## src/rtl/if_id_pipe_pkg.sv

```systemverilog
// if_id_pipe_pkg: shared CPU constants and the fetch-side halt FSM states
package if_id_pipe_pkg;
    localparam int CPU_WIDTH = 16;
    localparam int OP_W = 4;
    localparam int CPU_CNT_W = 8;
    localparam logic [OP_W-1:0] CPU_HALT_OP = 4'b1111;
    localparam logic [CPU_WIDTH-1:0] CPU_NOP = 16'h0000;
    typedef enum logic [1:0] {
        RUN       = 2'd0,
        HALT_PEND = 2'd1,
        HALTED    = 2'd2
    } halt_state_t;
endpackage

```

## src/rtl/if_halt_fsm.sv

```systemverilog
// if_halt_fsm: tracks a fetched HALT through decode and drives the sticky PC power-freeze
module if_halt_fsm
    import if_id_pipe_pkg::*;
(
    input  logic clk,
    input  logic rst,
    input  logic i_flush,
    input  logic i_hold,
    input  logic i_halt_load,
    output logic o_run,
    output logic o_halted,
    output logic o_power_freeze
);
    halt_state_t r_state, w_next;

    always_ff @(posedge clk or posedge rst)
        if (rst) r_state <= RUN;
        else r_state <= w_next;

    always_comb begin
        w_next = r_state;
        if (i_flush) w_next = RUN;
        else if (r_state == RUN && i_halt_load) w_next = HALT_PEND;
        else if (r_state == HALT_PEND && !i_hold) w_next = HALTED;
    end

    assign o_run = r_state == RUN;
    assign o_halted = r_state == HALTED;
    // a flush must always let the PC load its redirect target
    assign o_power_freeze = o_halted & ~i_flush;
endmodule

```

## src/rtl/if_id_pipe.sv

```systemverilog
// if_id_pipe: IF/ID pipeline register with structural bubbles, hazard hold,
// flush, halt detection and a saturating bubble counter
module if_id_pipe
    import if_id_pipe_pkg::*;
#(
    parameter int WIDTH = CPU_WIDTH,
    parameter logic [OP_W-1:0] HALT_OP = CPU_HALT_OP,
    parameter logic [WIDTH-1:0] NOP = CPU_NOP,
    parameter int CNT_W = CPU_CNT_W
) (
    input  logic             clk,
    input  logic             rest,
    input  logic [WIDTH-1:0] MemResult_IF,
    input  logic [WIDTH-1:0] AddressPlus2_IF,
    input  logic             MemRead_MEM,
    input  logic             MemWrite_MEM,
    input  logic             PCFreze_HD,
    input  logic             brTaken,
    input  logic             Jump,
    output logic [WIDTH-1:0] Instr_ID,
    output logic [WIDTH-1:0] PCPlus2_ID,
    output logic             Valid_ID,
    output logic             PCFreze_SH,
    output logic             PowerFrezePC_SH,
    output logic             Halted,
    output logic [CNT_W-1:0] BubbleCount
);
    logic [WIDTH-1:0] r_instr, r_pc;
    logic             r_valid;
    logic [CNT_W-1:0] r_cnt;
    logic w_sh, w_fl, w_run, w_bubble, w_count, w_halt_load;

    assign w_sh = MemRead_MEM | MemWrite_MEM;
    assign w_fl = brTaken | Jump;
    // flush beats hold; hold beats both the halt bubble and the structural bubble
    assign w_bubble = w_fl | (~PCFreze_HD & (~w_run | w_sh));
    assign w_count = w_fl | (~PCFreze_HD & w_run & w_sh);
    assign w_halt_load = ~w_fl & ~PCFreze_HD & w_run & ~w_sh
                       & (MemResult_IF[WIDTH-1 -: OP_W] == HALT_OP);

    if_halt_fsm u_fsm (
        .clk           (clk),
        .rst           (rest),
        .i_flush       (w_fl),
        .i_hold        (PCFreze_HD),
        .i_halt_load   (w_halt_load),
        .o_run         (w_run),
        .o_halted      (Halted),
        .o_power_freeze(PowerFrezePC_SH)
    );

    always_ff @(posedge clk or posedge rest)
        if (rest) begin
            r_instr <= NOP;
            r_pc    <= '0;
            r_valid <= 1'b0;
        end else if (w_bubble) begin
            r_instr <= NOP;
            r_pc    <= '0;
            r_valid <= 1'b0;
        end else if (!PCFreze_HD) begin
            r_instr <= MemResult_IF;
            r_pc    <= AddressPlus2_IF;
            r_valid <= 1'b1;
        end

    always_ff @(posedge clk or posedge rest)
        if (rest) r_cnt <= '0;
        else if (w_count && r_cnt != '1) r_cnt <= r_cnt + 1'b1;

    assign PCFreze_SH  = w_sh;
    assign Instr_ID    = r_instr;
    assign PCPlus2_ID  = r_pc;
    assign Valid_ID    = r_valid;
    assign BubbleCount = r_cnt;
endmodule
```

## config.mk

```make
export PLATFORM = sky130hd
export DESIGN_NAME = if_id_pipe
export DESIGN_NICKNAME = d
export VERILOG_FILES = /design/src/rtl/if_id_pipe_pkg.sv /design/src/rtl/if_halt_fsm.sv /design/src/rtl/if_id_pipe.sv
export SDC_FILE = /design/constraint.sdc
export NUM_CORES = 1
export LEC_CHECK = 0
export CORE_ASPECT_RATIO = 0.5
export CORE_MARGIN = 2
export CORE_UTILIZATION = 60
export DETAILED_ROUTE_END_ITERATION = 8
export DONT_BUFFER_PORTS = 1
export GPL_TIMING_DRIVEN = 1
export PLACE_DENSITY = 0.84
export SYNTH_ARGS = -nofsm -noshare
export SYNTH_HDL_FRONTEND = slang
export SYNTH_SLANG_ARGS = --single-unit
```

## constraint.sdc

```tcl
create_clock -name clk -period 1.55 [get_ports clk]
set_input_delay 0.31 -clock clk [delete_from_list [all_inputs] [get_ports clk]]
set_output_delay 0.31 -clock clk [all_outputs]
set_load 0.01 [all_outputs]
```

; ---- Yosys cells after proc, flatten, opt, wreduce, memory -nomap -nowiden
; Index checks and enable logic that the tools add are counted.
; W data, S select, Z words.
[word_totals]
out_inout_bits = 44
in_bits = 39
wordCells = 43
regBits = 43
[classes]
eq_ne = 5
bitwise_logic = 17
n_addsub = 1
n_mux = 9
n_reduce_logical = 6
[ops]
columns = op, n
row1 = $mux W16, 4
row2 = $add A8 B1 Y8 const B, 1
row3 = $and A1 B1 Y1, 8
row4 = $ne A8 B8 Y1 const B, 1
row5 = $mux W2, 3
row6 = $or A1 B1 Y1, 5
row7 = $eq A4 B4 Y1 const B, 1
row8 = $not A1 Y1, 4
row9 = $logic_and A1 B1 Y1, 3
row10 = $reduce_bool A3 Y1, 1
row11 = $eq A2 B1 Y1 const B, 1
row12 = $eq A2 B2 Y1 const B, 1
row13 = $logic_not A2 Y1, 1
row14 = $mux W1, 2
row15 = $ne A2 B1 Y1 const B, 1
row16 = $logic_not A1 Y1, 1

; ---- Longest topological paths before layout
[depth]
depth_word = 9
mapped_depth = 5
depth_no_buf = 5

; ---- Hierarchy
; A second synthesis with hierarchy kept.
[unflattened]
cells_unflattened = 131
hier_area_um2 = 1746.7
[by_module_without_submodules]
columns = module, area_per_inst_um2, n_inst, seq_area_each_um2, cells_each
row1 = if_id_pipe, 1646.6, 1, 1026.0, 119
row2 = if_halt_fsm, 100.1, 1, 50.0, 12

; ---- Least setup slack after synthesis
; OpenSTA, ideal clock, no wires.
[synth_timing]
path_type = reg2reg
start = reg r_cnt[0], in the netlist BubbleCount[0]
end = reg r_cnt[1], in the netlist BubbleCount[1]
required_time_ns = 1.425
arrival_time_ns = 1.349
stages_incl_launch_ff = 6
setup_time_ns = 0.125
setup_slack_ns = 0.077
n_path_buf = 0
synth_period_minus_slack_ns = 1.473
path_cell_list = dfrtp_1 ha_1 nand3_1 nor2_1 nor2_1 mux2_2
[synth_between]
elab_chain_len = 2
word_cells_on_any_way = 3
classes_between = add/sub (1) / eq/ne (1) / reduce/logical (1)
[synth_lines]
columns = item, line
row1 = start: declaration, if_id_pipe.sv:30  ; logic [CNT_W-1:0] r_cnt;
row2 = start signal: assignment, if_id_pipe.sv:69  ; else if (w_count && r_cnt != '1) r_cnt <= r_cnt + 1'b1;
row3 = "parallel branches: the longest is 2 deep, another holds $add A8 B1 Y8", --
; Parallel ways; which one is timed is not known.
; A chain may end at the register's enable or synchronous reset.

; ---- Worst setup path after layout
[layout_timing]
start = reg u_fsm.r_state[1]
end = out PowerFrezePC_SH
[layout_between]
elab_chain_len = 2
[layout_lines]
columns = item, line
row1 = start: declaration, if_halt_fsm.sv:14  ; halt_state_t r_state, w_next;
row2 = start signal: assignment, if_halt_fsm.sv:18  ; else r_state <= w_next;
row3 = $eq A2 B2 Y1, if_halt_fsm.sv:28  ; assign o_halted = r_state == HALTED;
row4 = via Halted, if_id_pipe.sv:25  ; output logic Halted,
row5 = $and A1 B1 Y1, if_halt_fsm.sv:30  ; assign o_power_freeze = o_halted & ~i_flush;
row6 = end: declaration, if_id_pipe.sv:24  ; output logic PowerFrezePC_SH,
; The timed path passes the listed nets, and every way through them passes these cells.

==> impl_metrics.py <==
metrics = {
    "run_status": {
        "outcome": "completed",
    },
    "synthesis": {
        "synthArstFlopShare": 1.00,
        "synth.yosys.seq_area_share": 0.639,
        "synth_top_area_share": 0.639,
        "yosysTopAreaCell": "dfrtp_1",
        "yosysWarnings": 0,
        "synthCells": 126,
        "synth-seq-cells": 43,
        "syn_area_per_cell_um2": 13.4,
        "syn_area_um2": 1680,
        "synthTopCellsByArea": "dfrtp_1, a22o_1, xor2_1",
        "ys_dominant_reg_cell": "dfrtp_1",
        "syn_nets": 166,
        "synth_cell_type_count": 27,
        "synth_edf_count": 0,
    },
    "final_layout": {
        "nFillCells": 174,
        "nets": 179,
        "antenna_cells": 0,
        "drive_above_1_share": 0.214,
        "area_delta_synth_final_pct": 14.9,
    },
    "die": {
        "die-area_um2": 3270,
        "core_um2": 2640,
        "dieWidth_um": 78.9,
        "rows": 13,
        "die_h_um": 41.5,
        "start_util": 0.639,
        "pin_count": 83,
    },
    "timing": {
        "fin_crit_sh": 0.979,
        "skew_ns": 0.00832,
        "max_freq_mhz": 659,
        "report.final.slew_viol_count": 0,
        "setup_viol": 0,
        "min_period_ns": 1.52,
        "holdWs_ns": 0.0831,
        "tightest_slew_ns": 0.369,
        "relSlewSlack": 0.754,
        "setup_ws_ns": 0.0330,
        "hold_viol_final": 0,
    },
    "flow_run": {
        "cap_viol_max_count": 0,
    },
    "placed_design": {
        "numPortBuffers": 0,
        "gp_congestion": 0.859,
        "dp_hpwl_um": 2470,
        "preCtsSetupSlack_ns": -0.0261,
    },
    "clock_network": {
        "cts_sinks": 43,
        "clockBufferDepth": 2,
        "cts.htree.levels": 2,
        "clk_latency_ns": 0.30,
        "cts_tree": "yes",
        "cts_buffers": 5,
        "root_buffer": "clkbuf_8",
        "path_clk_slew_ns": 0.08,
    },
    "grt": {
        "grt_util_met3": 0.0978,
        "grt_max_degree": 44,
        "grt.busiest_layer": "met2",
        "antenna_found_initial": 0,
        "grt_pass1_vias": 1156,
        "gr-total-overflow": 0,
        "track_usage": 0.232,
        "grt_pass1_wl_um": 5640,
        "grtUsageMet2": 0.388,
        "gr-usage-met1": 0.271,
    },
    "worst_hold_path": {
        "min_path_cells": 1,
        "min_to": "u_fsm.r_state[1]$_DFFE_PP0P_",
        "hold_path_class": "input port to register",
        "worstHoldStart": "brTaken",
    },
    "power_and_ir_drop": {
        "p_sw_mw": 0.826,
        "swShare": 0.312,
        "power.internal_mw": 1.82,
        "p_leak_nw": 0.914,
        "power_frac_comb": 0.234,
        "p_clk_frac": 0.262,
        "ir_worst_vdd_mv": 1.08,
        "powerDensity_nw_per_um2": 1370,
        "p_seq_frac": 0.504,
    },
    "routing": {
        "final_antenna_net_count": 0,
        "drtIter0Drc": 73,
        "wl_per_cell_um": 20.7,
        "firstDrtPassIters": 4,
        "wirelength_um": 3660,
        "route.detailed.drc": 0,
        "via_count": 1159,
        "via_per_inst": 6.55,
    },
    "critical_path": {
        "cp-end-kind": "primary output",
        "cpPeakStageDelay_ns": 0.44,
        "cp_max_fo": 4,
        "cp-start-kind": "register",
        "r2r-end": "BubbleCount[1]$_DFFE_PP0P_",
        "rr_startpoint": "BubbleCount[1]$_DFFE_PP0P_",
        "cp_cell_sequence": "nor2b_2 > and2_1",
        "r2r_slack_ns": 0.03,
        "cp_data_arrival_time_ns": 1.21,
        "reg2reg_depth": 5,
        "cp.required_ns": 1.24,
        "cpMaxStageDelayCell": "dfrtp_1",
        "critPathKind": "register to primary output",
    },
}
==> synthesized netlist by cell type (all sizes together), types with 2 or more instances <==
library cell  number
nand3              3
nand2              2
dfrtp             43
buf                4
nor3               4
and3               2
inv                3
a21boi             2
a22o              32
clkbuf             3
nor4               3
nand4              2
xor2               5
a21oi              4
nor2               5
==> final cells by class <==
type                            instances  area, um2  area share
Inverter                                3       11.3     0.00582
Tap cell                               37       46.3      0.0239
Sequential cell                        43       1080       0.556
Timing Repair Buffer                   13        113      0.0582
Clock buffer                            6       72.6      0.0375
Clock inverter                          2       12.5     0.00647
Multi-Input combinational cell         73        603       0.312
==> what timing repair did <==
| action | in CTS | in global routing |
|---|---|---|
| endpoints found under the hold margin | 43 | 0 |
| setup endpoints to repair | 2 | 3 |
| pin swaps | 0 | 1 |
| hold buffers | 1 | 0 |
| setup buffers | 0 | 0 |
| gates resized for setup | 2 | 5 |
==> logic make-up after synthesis <==
family | count (synthesis) | share of synthesized area
adders and majority gates | 1 | 0.00743
AOI/OAI and AO/OA | 42 | 0.207
buffers and inverters | 10 | 0.0253
DFF | 43 | 0.639
and+or+nand+nor | 24 | 0.0885
xor gates and xnor gates | 5 | 0.0260
muxes | 1 | 0.00669
==> layer usage <==
layer / wire length [um] / share of wire
met3: 367 / 0.10
met1: 1440 / 0.39
met5: 0 / 0
met2: 1800 / 0.49
met4: 59 / 0.016
==> power by group through the flow <==
stage                     combinational, mW  clock (mW)  sequential [mW]
final                                 0.619       0.692             1.33
after global routing                  0.669       0.758             1.34
after CTS                             0.585       0.700             1.32
after detailed placement              0.581           0             1.34
after global placement                0.556           0             1.34
after floorplan                       0.248           0             1.43
==> cells in the final DEF (no fill, tap or decap), types with 2 or more instances in the layout <==
cell      synthesis  final
clkbuf_8          0      5
a22o_1           32     32
xor2_1            5      5
nor3_1            2      2
a21oi_1           4      4
nor4_2            0      2
buf_4             0     11
nor3_4            1      2
dfrtp_1          43     43
nand3_1           3      3
nor2_1            5      3
nand2_1           2      2
inv_1             3      2
nand4_1           2      2
and3_1            2      2
==> metrics by stage <==
stage / power (mW) / TNS, ns / instance area [um2] / std cells / util
after floorplan: 1.68 / 0 / 1680 / 126 / -
after global placement: 1.90 / 0 / 1810 / 168 / 0.686
after detailed placement: 1.92 / -0.0261 / 1810 / 168 / 0.686
after CTS: 2.61 / 0 / 1910 / 177 / 0.724
after global routing: 2.77 / -0.147 / 1930 / 177 / 0.734
final: 2.64 / 0 / 1930 / 177 / 0.734
==> critical path, delay by kind of cell, from the launching register on <==
family        cells  cell delay (ns)
simple gates      2             0.48
flops             1             0.44
==> flip-flops by register name, indices dropped and copies added (netlist names) <==
register	cells
PCPlus2_ID	16
Valid_ID	1
BubbleCount	8
Instr_ID	16
u_fsm.r_state	2
==> worst max-delay path by stage <==
stage	from	to	slack, ns	cells after the start
after floorplan	BubbleCount[0]$_DFFE_PP0P_	BubbleCount[1]$_DFFE_PP0P_	0.08	5
after global routing	u_fsm.r_state[1]$_DFFE_PP0P_	BubbleCount[7]$_DFFE_PP0P_	-0.05	4
final	u_fsm.r_state[1]$_DFFE_PP0P_	PowerFrezePC_SH	0.03	2
after detailed placement	u_fsm.r_state[1]$_DFFE_PP0P_	BubbleCount[1]$_DFFE_PP0P_	-0.03	4
after global placement	u_fsm.r_state[1]$_DFFE_PP0P_	BubbleCount[1]$_DFFE_PP0P_	0.08	4
after CTS	u_fsm.r_state[0]$_DFFE_PP0P_	BubbleCount[1]$_DFFE_PP0P_	0.04	4
Power figures use the tool's default switching activity.
